## src/rtl/spi_flash_multiloader.sv

```systemverilog
// spi_flash_multiloader
//   Copies up to `segments` regions from a flash slot into on-chip memory,
//   one region after another. Each region is read with a plain 0x03 read
//   command under its own chip-select window. Bytes come from the SPI byte
//   engine over a toggle req/ack handshake and are written to memory over a
//   second toggle req/ack handshake. Only one byte is in flight at a time.
//
// Ports
//   clk, reset          system clock, asynchronous active-high reset
//   start, slot         load request pulse and flash slot (latched at start)
//   seg_flash_offset    per-segment byte offset in slot, 24 bits each
//   seg_start_addr      per-segment destination base, a_bits each
//   seg_amount          per-segment byte count, 16 bits each (0 = skip)
//   busy, done, seg     status: running, sticky completion, current segment
//   cs_n, spi_req/ack   flash chip select and SPI byte handshake
//   spi_d, spi_q        byte shifted out / byte shifted in
//   req/ack, a, q       memory write handshake, address and data
//
// state | meaning
// IDLE  | waiting for start
// NEXT  | inspect descriptor of segment seg, open cs_n or skip it
// CMD   | send read command 0x03
// ADDR2 | send faddr[23:16]
// ADDR1 | send faddr[15:8]
// ADDR0 | send faddr[7:0]
// READ  | clock in one data byte with 0xFF
// WRITE | wait for memory write ack
// GAP   | cs_n high between segments
// DONE  | set done, drop busy
module spi_flash_multiloader #(
    parameter int a_bits     = 14,
    parameter int segments   = 2,
    parameter int slot_shift = 20,
    parameter int cs_gap     = 4
) (
    input  logic                       clk,
    input  logic                       reset,
    input  logic                       start,
    input  logic [3:0]                 slot,
    input  logic [segments*24-1:0]     seg_flash_offset,
    input  logic [segments*a_bits-1:0] seg_start_addr,
    input  logic [segments*16-1:0]     seg_amount,
    output logic                       busy,
    output logic                       done,
    output logic [2:0]                 seg,
    output logic                       cs_n,
    output logic                       spi_req,
    input  logic                       spi_ack,
    output logic [7:0]                 spi_d,
    input  logic [7:0]                 spi_q,
    output logic                       req,
    input  logic                       ack,
    output logic [a_bits-1:0]          a,
    output logic [7:0]                 q
);

    localparam int GW = (cs_gap > 1) ? $clog2(cs_gap) : 1;

    typedef enum logic [3:0] {
        IDLE, NEXT, CMD, ADDR2, ADDR1, ADDR0, READ, WRITE, GAP, DONE
    } state_t;

    state_t            state, state_n;
    logic              busy_n, done_n, cs_n_n, spi_req_n, req_n;
    logic [2:0]        seg_n;
    logic [7:0]        spi_d_n, q_n;
    logic [a_bits-1:0] a_n, maddr, maddr_n;
    logic [3:0]        slot_r, slot_r_n;
    logic [23:0]       faddr, faddr_n, slot_base;
    logic [15:0]       count, count_n;
    logic              sent, sent_n;
    logic [GW-1:0]     gap_cnt, gap_cnt_n;

    // Descriptor tables padded to 8 entries so the 3-bit seg index is exact.
    logic [23:0]       off_tab  [8];
    logic [a_bits-1:0] addr_tab [8];
    logic [15:0]       amt_tab  [8];

    for (genvar i = 0; i < 8; i++) begin : g_tab
        if (i < segments) begin : g_used
            assign off_tab[i]  = seg_flash_offset[24*i +: 24];
            assign addr_tab[i] = seg_start_addr[a_bits*i +: a_bits];
            assign amt_tab[i]  = seg_amount[16*i +: 16];
        end else begin : g_unused
            assign off_tab[i]  = '0;
            assign addr_tab[i] = '0;
            assign amt_tab[i]  = '0;
        end
    end

    assign slot_base = 24'(slot_r) << slot_shift;

    always_ff @(posedge clk or posedge reset) begin
        if (reset) begin
            state   <= IDLE;
            busy    <= 1'b0;
            done    <= 1'b0;
            seg     <= '0;
            cs_n    <= 1'b1;
            spi_req <= 1'b0;
            spi_d   <= '0;
            req     <= 1'b0;
            a       <= '0;
            q       <= '0;
            slot_r  <= '0;
            faddr   <= '0;
            maddr   <= '0;
            count   <= '0;
            sent    <= 1'b0;
            gap_cnt <= '0;
        end else begin
            state   <= state_n;
            busy    <= busy_n;
            done    <= done_n;
            seg     <= seg_n;
            cs_n    <= cs_n_n;
            spi_req <= spi_req_n;
            spi_d   <= spi_d_n;
            req     <= req_n;
            a       <= a_n;
            q       <= q_n;
            slot_r  <= slot_r_n;
            faddr   <= faddr_n;
            maddr   <= maddr_n;
            count   <= count_n;
            sent    <= sent_n;
            gap_cnt <= gap_cnt_n;
        end
    end

    logic   advance;
    logic [7:0] byte_out;
    state_t follow;

    always_comb begin
        state_n   = state;
        busy_n    = busy;
        done_n    = done;
        seg_n     = seg;
        cs_n_n    = cs_n;
        spi_req_n = spi_req;
        spi_d_n   = spi_d;
        req_n     = req;
        a_n       = a;
        q_n       = q;
        slot_r_n  = slot_r;
        faddr_n   = faddr;
        maddr_n   = maddr;
        count_n   = count;
        sent_n    = sent;
        gap_cnt_n = gap_cnt;
        advance   = 1'b0;
        byte_out  = 8'hFF;
        follow    = IDLE;

        case (state)
            IDLE: begin
                if (start) begin
                    busy_n   = 1'b1;
                    done_n   = 1'b0;
                    seg_n    = '0;
                    slot_r_n = slot;
                    state_n  = NEXT;
                end
            end
            NEXT: begin
                if (amt_tab[seg] == '0) begin
                    advance = 1'b1;
                end else begin
                    faddr_n = slot_base + off_tab[seg];
                    maddr_n = addr_tab[seg];
                    count_n = amt_tab[seg];
                    cs_n_n  = 1'b0;
                    sent_n  = 1'b0;
                    state_n = CMD;
                end
            end
            CMD, ADDR2, ADDR1, ADDR0, READ: begin
                case (state)
                    CMD:     begin byte_out = 8'h03;         follow = ADDR2; end
                    ADDR2:   begin byte_out = faddr[23:16];  follow = ADDR1; end
                    ADDR1:   begin byte_out = faddr[15:8];   follow = ADDR0; end
                    ADDR0:   begin byte_out = faddr[7:0];    follow = READ;  end
                    default: begin byte_out = 8'hFF;         follow = WRITE; end
                endcase
                // sent separates "not yet issued" from "issued and acked",
                // since both look like spi_ack == spi_req.
                if (!sent) begin
                    spi_d_n   = byte_out;
                    spi_req_n = ~spi_req;
                    sent_n    = 1'b1;
                end else if (spi_ack == spi_req) begin
                    sent_n  = 1'b0;
                    state_n = follow;
                    if (state == READ) begin
                        q_n   = spi_q;
                        a_n   = maddr;
                        req_n = ~req;
                    end
                end
            end
            WRITE: begin
                if (ack == req) begin
                    maddr_n = maddr + 1'b1;
                    count_n = count - 16'd1;
                    if (count == 16'd1) begin
                        cs_n_n = 1'b1;
                        // NEXT contributes one more high cycle, so GAP lasts cs_gap-1.
                        if (cs_gap > 1) begin
                            gap_cnt_n = GW'(cs_gap - 2);
                            state_n   = GAP;
                        end else begin
                            advance = 1'b1;
                        end
                    end else begin
                        state_n = READ;
                    end
                end
            end
            GAP: begin
                if (gap_cnt == '0) advance = 1'b1;
                else               gap_cnt_n = gap_cnt - GW'(1);
            end
            DONE: begin
                busy_n  = 1'b0;
                done_n  = 1'b1;
                cs_n_n  = 1'b1;
                state_n = IDLE;
            end
            default: state_n = IDLE;
        endcase

        if (advance) begin
            if (seg == 3'(segments - 1)) begin
                state_n = DONE;
            end else begin
                seg_n   = seg + 3'd1;
                state_n = NEXT;
            end
        end
    end

endmodule

```

## config.mk

```make
export PLATFORM = sky130hd
export DESIGN_NAME = spi_flash_multiloader
export DESIGN_NICKNAME = d
export VERILOG_FILES = /design/src/rtl/spi_flash_multiloader.sv
export SDC_FILE = /design/constraint.sdc
export NUM_CORES = 1
export LEC_CHECK = 0
export ABC_AREA = 1
export BUFFER_PORTS_ARGS = -buffer_cell sky130_fd_sc_hd__buf_4
export CORE_MARGIN = 4
export CORE_UTILIZATION = 54
export DETAILED_ROUTE_END_ITERATION = 10
export GPL_TIMING_DRIVEN = 0
export HOLD_SLACK_MARGIN = 0.06
export MAX_ROUTING_LAYER = met4
export PLACE_DENSITY = 0.88
export SETUP_SLACK_MARGIN = 0.02
export SLEW_MARGIN = 20
export SYNTH_ARGS = -nofsm -noshare
export SYNTH_HDL_FRONTEND = slang
export SYNTH_SLANG_ARGS = --single-unit
```

## constraint.sdc

```tcl
create_clock -name clk -period 3.2 [get_ports clk]
set_clock_uncertainty 0.05 [all_clocks]
set_input_delay 0.16 -clock clk [delete_from_list [all_inputs] [get_ports clk]]
set_output_delay 0.16 -clock clk [all_outputs]
set_load 0.005 [all_outputs]
```

**After elaboration in Yosys (flattened, before gate mapping)**

Index checks and enable logic that the tools add are counted.

- Latch bits: 0
- Bits in writable memories: 0
- Memories kept: 0
- Word-level logic and storage cells: 118
- Bits in read-only memories: 0
- Flip-flop bits (word level): 103
- Bits of input ports: 125
- Output and inout port bits: 38

- Shift-type cells: 0
- Reduce and logical (&&, ||, !) cells: 19
- Mux-type cells: 48
- Bitwise operators: 5
- $mul: 0
- Div/mod/pow operators: 0
- Eq/ne operators: 24
- Order comparisons: 1
- Add/subtract/negate cells: 5

Operators with widths:

| operator | count |
|---|---|
| 24-bit binary-select mux with 3-bit select | 1 |
| 16-bit two-way mux | 4 |
| 14-bit two-way mux | 4 |
| 16-bit binary-select mux with 3-bit select | 1 |
| 24-bit two-way mux | 2 |
| 14-bit binary-select mux with 3-bit select | 1 |
| 4-bit two-way mux | 8 |
| 16-bit one-hot mux with 2 select lines | 1 |
| 8-bit one-hot mux with 4 select lines | 1 |
| 14-bit one-hot mux with 2 select lines | 1 |
| 24-bit adder | 1 |
| 4-bit one-hot mux with 5 select lines | 1 |
| 16-bit by 1-bit equality test with 1-bit output, second input constant | 1 |
| 4-bit by 3-bit equality test with 1-bit output, second input constant | 4 |
| 16-bit zero test | 1 |
| 16-bit by 1-bit subtractor with 16-bit output, second input constant | 1 |
| 3-bit inequality test, second input constant | 5 |
| 14-bit by 1-bit adder with 14-bit output, second input constant | 1 |
| 3-bit two-way mux | 4 |
| 2-bit inequality test, second input constant | 6 |
| 3-bit one-hot mux with 4 select lines | 1 |
| 4-bit AND reduction | 3 |
| 2-bit AND reduction | 5 |
| 1-bit two-way mux | 9 |
| other kinds (21) | 35 |

**Longest topological paths before layout**

- Depth after elaboration: 9
- Mapped depth: 13
- Mapped depth without buffers: 12

**Worst setup path before layout**

Ideal clock, no wire load.

- Path kind: reg-to-reg
- Start point: register seg[0]
- End point: register faddr[22]
- Path slack: 0.976 ns
- Data required time: 3.067 ns
- Clock period less this slack: 2.224 ns
- Library setup time: 0.083 ns
- Path buffers: 3
- Data arrival time: 2.091 ns
- Stages on the path, launching flop included: 10
- Path through: dfrtp_1 > buf_4 > buf_2 > buf_2 > nor2_1 > nor3_1 > inv_1 > fa_1 > xor2_1 > o21ai_0

- Cells in the longest elaborated chain, start to end: 7
- Elaborated cells on any way between the ends: 11
- Classes of those cells: add/sub (1); mux (6); bitwise (2); reduce/logical (2)

RTL lines:

| item | RTL line | source |
|---|---|---|
| start: declaration | 45 | `output logic [2:0] seg,` |
| start signal: assignment | 115 | `seg <= seg_n;` |
| 3-bit NOT with 4-bit output (implied by the code) (*) | 167, 170 |  |
| branches (longest 6 deep; another with 24-bit adder) | -- |  |
| end signal: assignment | 123 | `faddr <= faddr_n;` |
| end: declaration | 69 | `logic [23:0] faddr, faddr_n, slot_base;` |

Mark *: on every way between the ends. The select of a mux whose other input is x is not followed.
A chain may end at the register's enable or synchronous reset.

**Final worst setup path**

Same ends and word-level chain as after synthesis.

==> run metrics <==
first-pass GRT wire length approximately 28000 um; Seq pwr share 0.314; critical path arrival around 2.9 ns; placed cell area approximately 7600 um2; Seq cells post-synth between 100 and 150; nets@finish 1180; clk slew on worst S/H paths approximately 0.070 ns; Die ar. around 13000 um2; clock power share 0.140; FFs w/ async S/R, synth 1.000; max-cap viol count 0; Synthesis Warnings 0; share of cells above drive strength 1 0.2229; cts hold-fix bufs 13; WHS approximately 0.07 ns; GP Congestion just over 0.9; final hold violations 0; P&R area growth vs syn 29.56%; Top Ports roughly 160; Final Cell Area 8023 um2; ys flop type dfrtp_1; Synth cell types 37; worst skew pair latency about 0.34 ns; cts repair resizes 0; Post-synth EDFFs 0; DP Wirelength 13310 um; Initial Util 0.5614; postcts setup bufs 0; crit-path max FO 10; routed wire length 17590 um; fin crit period around 2.7 ns; capturing element type of the critical path register; Vias/cell 5.316; vias in the first global route approximately 5900; maximum clock frequency approximately 370 MHz; DRC 0; num rows 38; # diodes 0; switching power 3404 uW; Num CTS Buffers 9; final setup vio count 0; Startpoint Class register; DR pass1 iterations 5; Antenna Nets Post-Route 0; crit share post-route 0.8406; Post-Syn Area 6192 um2; Power Internal 4028 uW; Fin Setup TNS 0 ns; VDD IR max 0.4582 mV; Chip Height 115.1 um; final std cells w/o fill roughly 1200; root buffer cell clkbuf_16; Routed wire per std cell 14.78 um; antenna violations before repair 0; I/O Buffers between 150 and 200; Synth Instances ~860; total number of vias between 6000 and 7000; Leakage Power just over 0.004 uW; status finished clean; Seq/Total Area, Yosys 0.4164; max_slew headroom 0.6000; count leader, synth nand2_1; Net Sw Frac 0.4580; P per Cell Area between 900 and 1000 nW/um2; Die Wd between 100 and 150 um; worst slew pin tran 0.6000 ns; largest net degree at the start of global routing 70; # clock sinks 103; CTS max path bufs 2; total gr overflow 0; initial drt markers approximately 450; required time of the critical path approximately 3.4 ns; Cells after DPL ~1200; synthesized area per cell slightly above 7 um2; CP Class reg2reg; Slew Viols, Final 0; Synth area leader dfrtp_1; synth cell count leaders 239 x nand2_1, 114 x nor2_1, 102 x dfrtp_1; Core ar. around 11000 um2; CTS H-tree depth 3; GR Util All Layers 0.2733; Synth area leaders dfrtp_1 41%, nand2_1 14%, o21ai_0 7.5%, nor2_1 6.9%, inv_1 5.5%; share of the synthesized area in the top cell type 0.4122; Comb pwr share 0.546; RSZ-0062 raised after global routing false; TritonCTS clock tree yes; Hold Path Class in2reg; syn nets a little under 1000
## layout by cell type (no fill, tap or decap), drive strengths merged, types with 3 or more instances in the layout
cell type / synthesis / final
nand2: 241 / 241
clkbuf: 14 / 25
nand4: 4 / 4
nand3: 41 / 41
nor3: 11 / 11
a31oi: 6 / 6
a21oi: 19 / 19
xor2: 11 / 11
o32ai: 4 / 4
o21ai: 122 / 122
dfrtp: 102 / 102
nor2: 115 / 115
buf: 21 / 184
mux2: 8 / 8
xnor2: 6 / 6
a221oi: 5 / 5
mux2i: 4 / 4
or2: 11 / 11
inv: 93 / 94
ha: 9 / 9
dlygate4sd3: 0 / 13
o211ai: 3 / 3
## power by group through the flow
stage                     sequential (uW)  clock [uW]  combinational [uW]
final                                2330        1040                4060
after detailed placement             2330           0                4010
after global placement               2310           0                3870
after global routing                 2400        1090                4610
after CTS                            2320        1040                4040
after floorplan                      2250           0                2780
## path summary, 6_finish.rpt
| path | start | end | slack [ns] | cells after the start |
|---|---|---|---|---|
| max | seg[0]$_DFF_PP0_ | faddr[22]$_DFFE_PP0P_ | 0.51 | 9 |
| min | seg_flash_offset[14] | faddr[14]$_DFFE_PP0P_ | 0.07 | 3 |
| max reg2reg | seg[0]$_DFF_PP0_ | faddr[22]$_DFFE_PP0P_ | 0.51 | 9 |
| min reg2reg | spi_d[0]$_DFFE_PP0P_ | spi_d[0]$_DFFE_PP0P_ | 0.44 | 2 |
| max in group asynchronous | reset | cs_n$_DFFE_PP1P_ | 2.14 | 4 |
| min in group asynchronous | reset | spi_d[5]$_DFFE_PP0P_ | 0.28 | 3 |
## stage by stage
| stage | total power (uW) | worst slack, ns | utilization |
|---|---|---|---|
| after floorplan | 5037 | 0.2878 | - |
| after global placement | 6188 | -0.8359 | 0.6875 |
| after detailed placement | 6342 | 0.5149 | 0.6904 |
| after CTS | 7401 | 0.5095 | 0.7273 |
| after global routing | 8106 | 0.3374 | 0.7273 |
| final | 7431 | 0.5102 | 0.7273 |
## cell type report
class | instances | area (um2)
buffer | 35 | 200.2
clock buffer | 11 | 232.7
clock inverter | 5 | 43.79
fill | 893 | 3008
inverter | 93 | 354.1
multi-input combinational | 627 | 3064
sequential | 103 | 2579
tap | 140 | 175.2
timing repair buffer | 176 | 1374
## cell families (layout without fill, tap and decap cells)
kind of cell | after synthesis | after routing | share of synthesized area
AND/OR/NAND/NOR | 425 | 425 | 0.2790
AO/OA/AOI/OAI | 163 | 163 | 0.1493
flip-flops | 103 | 103 | 0.4164
multiplexers | 12 | 12 | 0.02102
XOR/XNOR | 17 | 17 | 0.02404
adder cells (fa/ha/maj) | 10 | 10 | 0.02142
buffers and inverters | 128 | 320 | 0.08870
## critical path, cell delays in order (launching register included)
cell	delay, ns
dfrtp_1	0.51
buf_4	0.25
buf_2	0.30
buf_2	0.35
nor2_1	0.09
nor3_1	0.28
inv_1	0.10
fa_1	0.40
xor2_1	0.14
o21ai_0	0.14
## state kept, by name (all words and copies together) (netlist names)
signal	flops
q	8
gap_cnt	2
req	1
a	14
busy	1
spi_req	1
seg	3
done	1
state	4
maddr	14
spi_d	8
faddr	24
sent	1
slot_r	4
count	16
cs_n	1
## routing by layer
metal	wire (um)	up-vias	global-route usage
li1	-	3125	-
met4	262	0	0.06808
met2	8079	287	0.4182
met3	1404	23	0.03895
met1	7848	2891	0.3857
met5	0	-	-
No activity file was read; power rests on OpenSTA's default activity.
